==> config.mk <==
export PLATFORM = sky130hd
export DESIGN_NAME = run_sequencer
export DESIGN_NICKNAME = d
export VERILOG_FILES = /design/src/rtl/run_sequencer.sv
export SDC_FILE = /design/constraint.sdc
export NUM_CORES = 1
export LEC_CHECK = 0
export CORE_MARGIN = 2
export CORE_UTILIZATION = 42
export DETAILED_ROUTE_END_ITERATION = 10
export PLACE_DENSITY = 0.84
export SLEW_MARGIN = 20
export SYNTH_ARGS = -nofsm -noshare
export SYNTH_HDL_FRONTEND = slang
export SYNTH_SLANG_ARGS = --single-unit
==> constraint.sdc <==
create_clock -name clk -period 2.23 [get_ports clk]
set_input_delay 0.446 -clock clk [delete_from_list [all_inputs] [get_ports clk]]
set_output_delay 0.446 -clock clk [all_outputs]
set_load 0.03 [all_outputs]
==> src/rtl/run_sequencer.sv <==
// Host-side run sequencer: preload, start pulse, wait for done, stream results.
// Optional watchdog enabled by defining RUN_SEQ_TIMEOUT_EN.
`timescale 1ns/1ps
module run_sequencer #(
  parameter logic [7:0] RES_BASE = 8'd64,
  parameter int RES_COUNT = 8,
  parameter int START_CYCLES = 2
`ifdef RUN_SEQ_TIMEOUT_EN
  , parameter int TIMEOUT = 4096
`endif
) (
  input  logic       clk,
  input  logic       reset,
  input  logic       load_valid,
  output logic       load_ready,
  input  logic [7:0] load_addr,
  input  logic [7:0] load_data,
  input  logic       go,
  output logic       mem_we,
  output logic       mem_re,
  output logic [7:0] mem_addr,
  output logic [7:0] mem_wdata,
  input  logic [7:0] mem_rdata,
  output logic       core_start,
  input  logic       core_done,
  output logic       res_valid,
  input  logic       res_ready,
  output logic [7:0] res_data,
  output logic [7:0] res_index,
  output logic       busy,
  output logic       fault
);

  typedef enum logic [2:0] {
    S_IDLE, S_START, S_RUN, S_FETCH, S_SEND
  } state_t;

  localparam logic [7:0] ST_LAST  = 8'(START_CYCLES - 1);
  localparam logic [7:0] IDX_LAST = 8'(RES_COUNT - 1);

  state_t     state_q, state_d;
  logic [7:0] st_cnt_q, st_cnt_d;
  logic [7:0] idx_q, idx_d;
  logic [7:0] rdata_q, rdata_d;
  logic       wd_hit;

`ifdef RUN_SEQ_TIMEOUT_EN
  localparam logic [15:0] WD_LAST = 16'(TIMEOUT - 1);
  logic [15:0] wd_q;
  logic        fault_q;

  assign wd_hit = (wd_q == WD_LAST);
  assign fault  = fault_q;

  // Watchdog counts RUN cycles; fault latches when it expires without done
  always_ff @(posedge clk or posedge reset) begin
    if (reset) begin
      wd_q    <= '0;
      fault_q <= 1'b0;
    end else begin
      wd_q <= (state_q == S_RUN) ? wd_q + 16'd1 : '0;
      if (state_q == S_RUN && !core_done && wd_hit)
        fault_q <= 1'b1;
    end
  end
`else
  assign wd_hit = 1'b0;
  assign fault  = 1'b0;
`endif

  assign busy      = (state_q != S_IDLE);
  assign res_data  = rdata_q;
  assign res_index = idx_q;

  // State and datapath registers
  always_ff @(posedge clk or posedge reset) begin
    if (reset) begin
      state_q  <= S_IDLE;
      st_cnt_q <= '0;
      idx_q    <= '0;
      rdata_q  <= '0;
    end else begin
      state_q  <= state_d;
      st_cnt_q <= st_cnt_d;
      idx_q    <= idx_d;
      rdata_q  <= rdata_d;
    end
  end

  // Next-state and memory-port / handshake decode
  always_comb begin
    state_d    = state_q;
    st_cnt_d   = st_cnt_q;
    idx_d      = idx_q;
    rdata_d    = rdata_q;
    load_ready = 1'b0;
    mem_we     = 1'b0;
    mem_re     = 1'b0;
    mem_addr   = '0;
    mem_wdata  = '0;
    core_start = 1'b0;
    res_valid  = 1'b0;
    unique case (state_q)
      S_IDLE: begin
        load_ready = 1'b1;
        mem_we     = load_valid;
        mem_addr   = load_addr;
        mem_wdata  = load_data;
        if (go) begin
          state_d  = S_START;
          st_cnt_d = '0;
        end
      end
      S_START: begin
        core_start = 1'b1;
        if (st_cnt_q == ST_LAST) begin
          state_d  = S_RUN;
          st_cnt_d = '0;
        end else begin
          st_cnt_d = st_cnt_q + 8'd1;
        end
      end
      S_RUN: begin
        if (core_done) begin
          state_d = S_FETCH;
          idx_d   = '0;
        end else if (wd_hit) begin
          state_d = S_IDLE;
        end
      end
      S_FETCH: begin
        mem_re   = 1'b1;
        mem_addr = RES_BASE + idx_q;
        rdata_d  = mem_rdata;
        state_d  = S_SEND;
      end
      S_SEND: begin
        res_valid = 1'b1;
        if (res_ready) begin
          if (idx_q == IDX_LAST) begin
            state_d = S_IDLE;
          end else begin
            idx_d   = idx_q + 8'd1;
            state_d = S_FETCH;
          end
        end
      end
      default: state_d = S_IDLE;
    endcase
  end

endmodule

==> results of run 1 <==
## worst min path at each step
stage,from,to,slack (ns)
final,res_data[3],res_data[3],0.48
after floorplan,st_cnt_q[7],st_cnt_q[7],0.45
after CTS,res_data[3],res_data[3],0.48
after detailed placement,res_data[3],res_data[3],0.46
after global placement,res_data[7],res_data[7],0.46
after global routing,res_data[3],res_data[3],0.51
## Yosys cell counts, types with 2 or more instances
library cell	number	area (um2)
o22ai_1	3	18.8
a211o_1	2	17.5
a41oi_1	2	17.5
buf_2	4	20.0
ha_1	4	50.1
nor3_1	3	15.0
and3_1	4	25.0
clkbuf_1	6	22.5
a31oi_1	6	37.5
nor2_1	4	15.0
nand2_1	42	158
mux2i_1	4	40.0
o21a_1	3	22.5
a22o_1	7	61.3
nor4_1	2	12.5
and2_1	12	75.1
a21oi_1	3	15.0
o21ai_0	10	50.1
nor2b_1	2	12.5
inv_1	8	30.0
dfrtp_1	27	676
nand3_1	5	25.0
## cell type report
type,instances,share of cell area [%]
well taps,48,2.59
flip-flops and latches,27,29.3
inverters,9,1.78
repair buffers,74,29.1
clock buffers,4,1.94
multi-input cells,137,35.3
## critical path: stages, from the launching register on
cell and delay, ns:
dfrtp_2 0.49, nand2_1 0.06, or2_2 0.31, buf_4 0.19, o21ai_0 0.16, buf_4 0.19
## per-layer routing
| metal | track usage (%) | share of wire (%) | vias to the layer above | wire length (um) |
|---|---|---|---|---|
| met5 | 0 | 0 | - | 0 |
| met4 | 7.55 | 1.8 | 0 | 74 |
| met3 | 3.60 | 6.4 | 8 | 270 |
| met2 | 35.8 | 50 | 61 | 2120 |
| met1 | 24.0 | 41 | 758 | 1740 |
| li1 | - | - | 783 | - |
## power by group through the flow
stage	Combinational (W)	Sequential [W]	Clock, W
2_1_floorplan	0.00104	0.000997	0
4_1_cts	0.00192	0.000850	0.000291
5_1_grt	0.00206	0.000886	0.000313
3_3_place_gp	0.00189	0.000850	0
6_report	0.00192	0.000856	0.000289
3_5_place_dp	0.00193	0.000852	0
## through the flow
stage	cells	hold slack [ns]	total power (W)	cell area, um2	setup WS (ns)
final	299	0.479	0.00306	2320	0.0982
after global routing	299	0.511	0.00326	2320	0.0250
after CTS	299	0.484	0.00306	2300	0.0349
after detailed placement	295	0.462	0.00278	2260	0.121
after global placement	295	0.458	0.00274	2260	0.162
after floorplan	184	0.446	0.00203	1580	0.0827
## flip-flops by register name, indices dropped and copies added, names as in the netlist
signal and count:
state_q 3, res_index 8, res_data 8, st_cnt_q 8
## cell families (layout without fill, tap and decap cells)
kind of cell | count (synthesis) | count (layout) | share of synthesized area [%]
muxes | 4 | 4 | 2.54
adders and majority gates | 4 | 4 | 3.18
AOI/OAI and AO/OA | 44 | 44 | 19.4
DFF | 27 | 27 | 42.9
other | 1 | 1 | 0.238
and+or+nand+nor | 84 | 84 | 26.4
buffers and inverters | 20 | 87 | 5.32
## layout by cell type (no fill, tap or decap), types with 4 or more instances in the layout
cell type	instances
clkdlybuf4s50_1	45
nand2_1	42
buf_4	27
dfrtp_1	25
and2_1	12
o21ai_0	9
inv_1	7
a22o_1	7
a31oi_1	6
nand3_1	5
and3_1	4
nor2_1	4
mux2i_1	4
ha_1	4
## timing repair
| item | 4_1_cts | 5_1_grt |
|---|---|---|
| endpoints found under the setup margin | 2 | 5 |
| resized for setup | 2 | 5 |
| buffers inserted | 0 | 0 |
| hold buffers | 0 | 0 |
==> summary.txt, run 1 <==
Worst setup path
  – FF-to-FF path depth: 6
  – Setup slack, reg-to-reg: 0.29 ns
  – Crit path from: state_q[1]
  – Worst setup path end: mem_addr[6]
  – Arrival time at the worst endpoint: 1.69 ns
  – Critical path class: flip-flop to primary output
  – CP Launch Type: flip-flop
  – Launch point of the worst reg-to-reg path: st_cnt_q[1]
  – Required @ worst endpoint: 1.78 ns
  – CP max FO: 11
  – Worst Setup End Kind: primary output
  – Reg-to-reg endpoint: st_cnt_q[6]

Drt
  – Total number of vias: 1610
  – Routed wire length: 4200 um
  – DRC viols: 0
  – Drt first pass iters: 4
  – DRT antenna net count: 0
  – Avg Vias per Cell: 5.38
  – Wire per inst: 14.0 um
  – Initial drt markers: 68

STA
  – Worst slew pin tran: 0.800 ns
  – Crit path time final: 2.13 ns
  – Setup TNS: 0 ns
  – RSZ-0062 raised after global routing: no
  – Final hold vios: 0
  – Max Slew Vio Count: 0
  – Worst Skew: 0.00917 ns
  – Peak Freq: 0.469 GHz
  – Fin crit share: 95.6%
  – Final setup fails: 0
  – Worst slew margin: 46.2%

Synth
  – Number of synthesized flops with an enable pin: 0
  – Syn avg cell area: 8.56 um2
  – Post-Syn Instances: 184
  – Post-Syn Area: 1580 um2
  – Ys async rst share: 100%
  – Main flop type after synthesis: dfrtp_1
  – Yosys warns: 0
  – Sequential area share after synthesis: 42.9%
  – Mapped Nets: 218
  – Unique masters post-synth: 43
  – Flops & latches, synth: 27

Clock tree
  – Clock transition at path regs: 0.10 ns
  – Clock H-tree levels: 1
  – Sink Count: 27
  – Worst-case clock buffer depth: 2
  – CTS buffer count: 3
  – CTS root buf: clkbuf_8
  – CTS tree: built
  – Worst-Skew Late Latency: 0.28 ns

GRT
  – GR Overflow Total: 0
  – Number of global-route vias before repair: 1515
  – Pin count of the biggest net entering global routing: 28
  – Total GRT Usage: 20.1%
  – First-pass GRT wire length: 6810 um
  – Initial antenna violation count: 0

Placement
  – HPWL after DPL: 3150 um
  – Port Buffers: 67
  – Gpl congestion: 0.825

Floorplan
  – Die area: 4260 um2
  – CORE AREA: 3630 um2
  – Io pins: 69
  – Initial Utilization: 43.4%
  – Rows: 22
  – Die X-Extent: 65.2 um
  – Die Ht: 65.2 um

Power
  – Pwr Density: 1320 nW/um2
  – Leak Pwr: 1.05 nW
  – VDD IR max: 0.827 mV
  – Logic pwr share: 62.6%
  – Net Sw Power: 0.00150 W
  – Sw frac: 48.8%
  – Seq pwr share: 28.0%
  – Int Pwr: 0.00157 W
  – Clk pwr share: 9.4%

Final layout
  – Nets@finish: 286
  – Layout area overhead: 47.1%
  – Filler instances: 334
  – Final Core Density: 63.8%
  – Diodes inserted: 0
  – Share of post-route cells with drive strength above 1: 14.7%
  – Seq. cell area: 678 um2
  – Area of the multi-input gates: 818 um2

Flow run
  – Max-cap violations: 0

Worst hold path
  – Worst hold-check path type: flip-flop to flip-flop
  – Worst hold path depth: 2

Status
  – Status: finished clean
No activity file was read; power rests on OpenSTA's default activity.
==> inputs of run 2 (changes only) <==
Settings changed: CTS_CLUSTER_SIZE from default to 16.
==> results of run 2 <==
Final layout, timing and power as in run 1 (identical DEF).
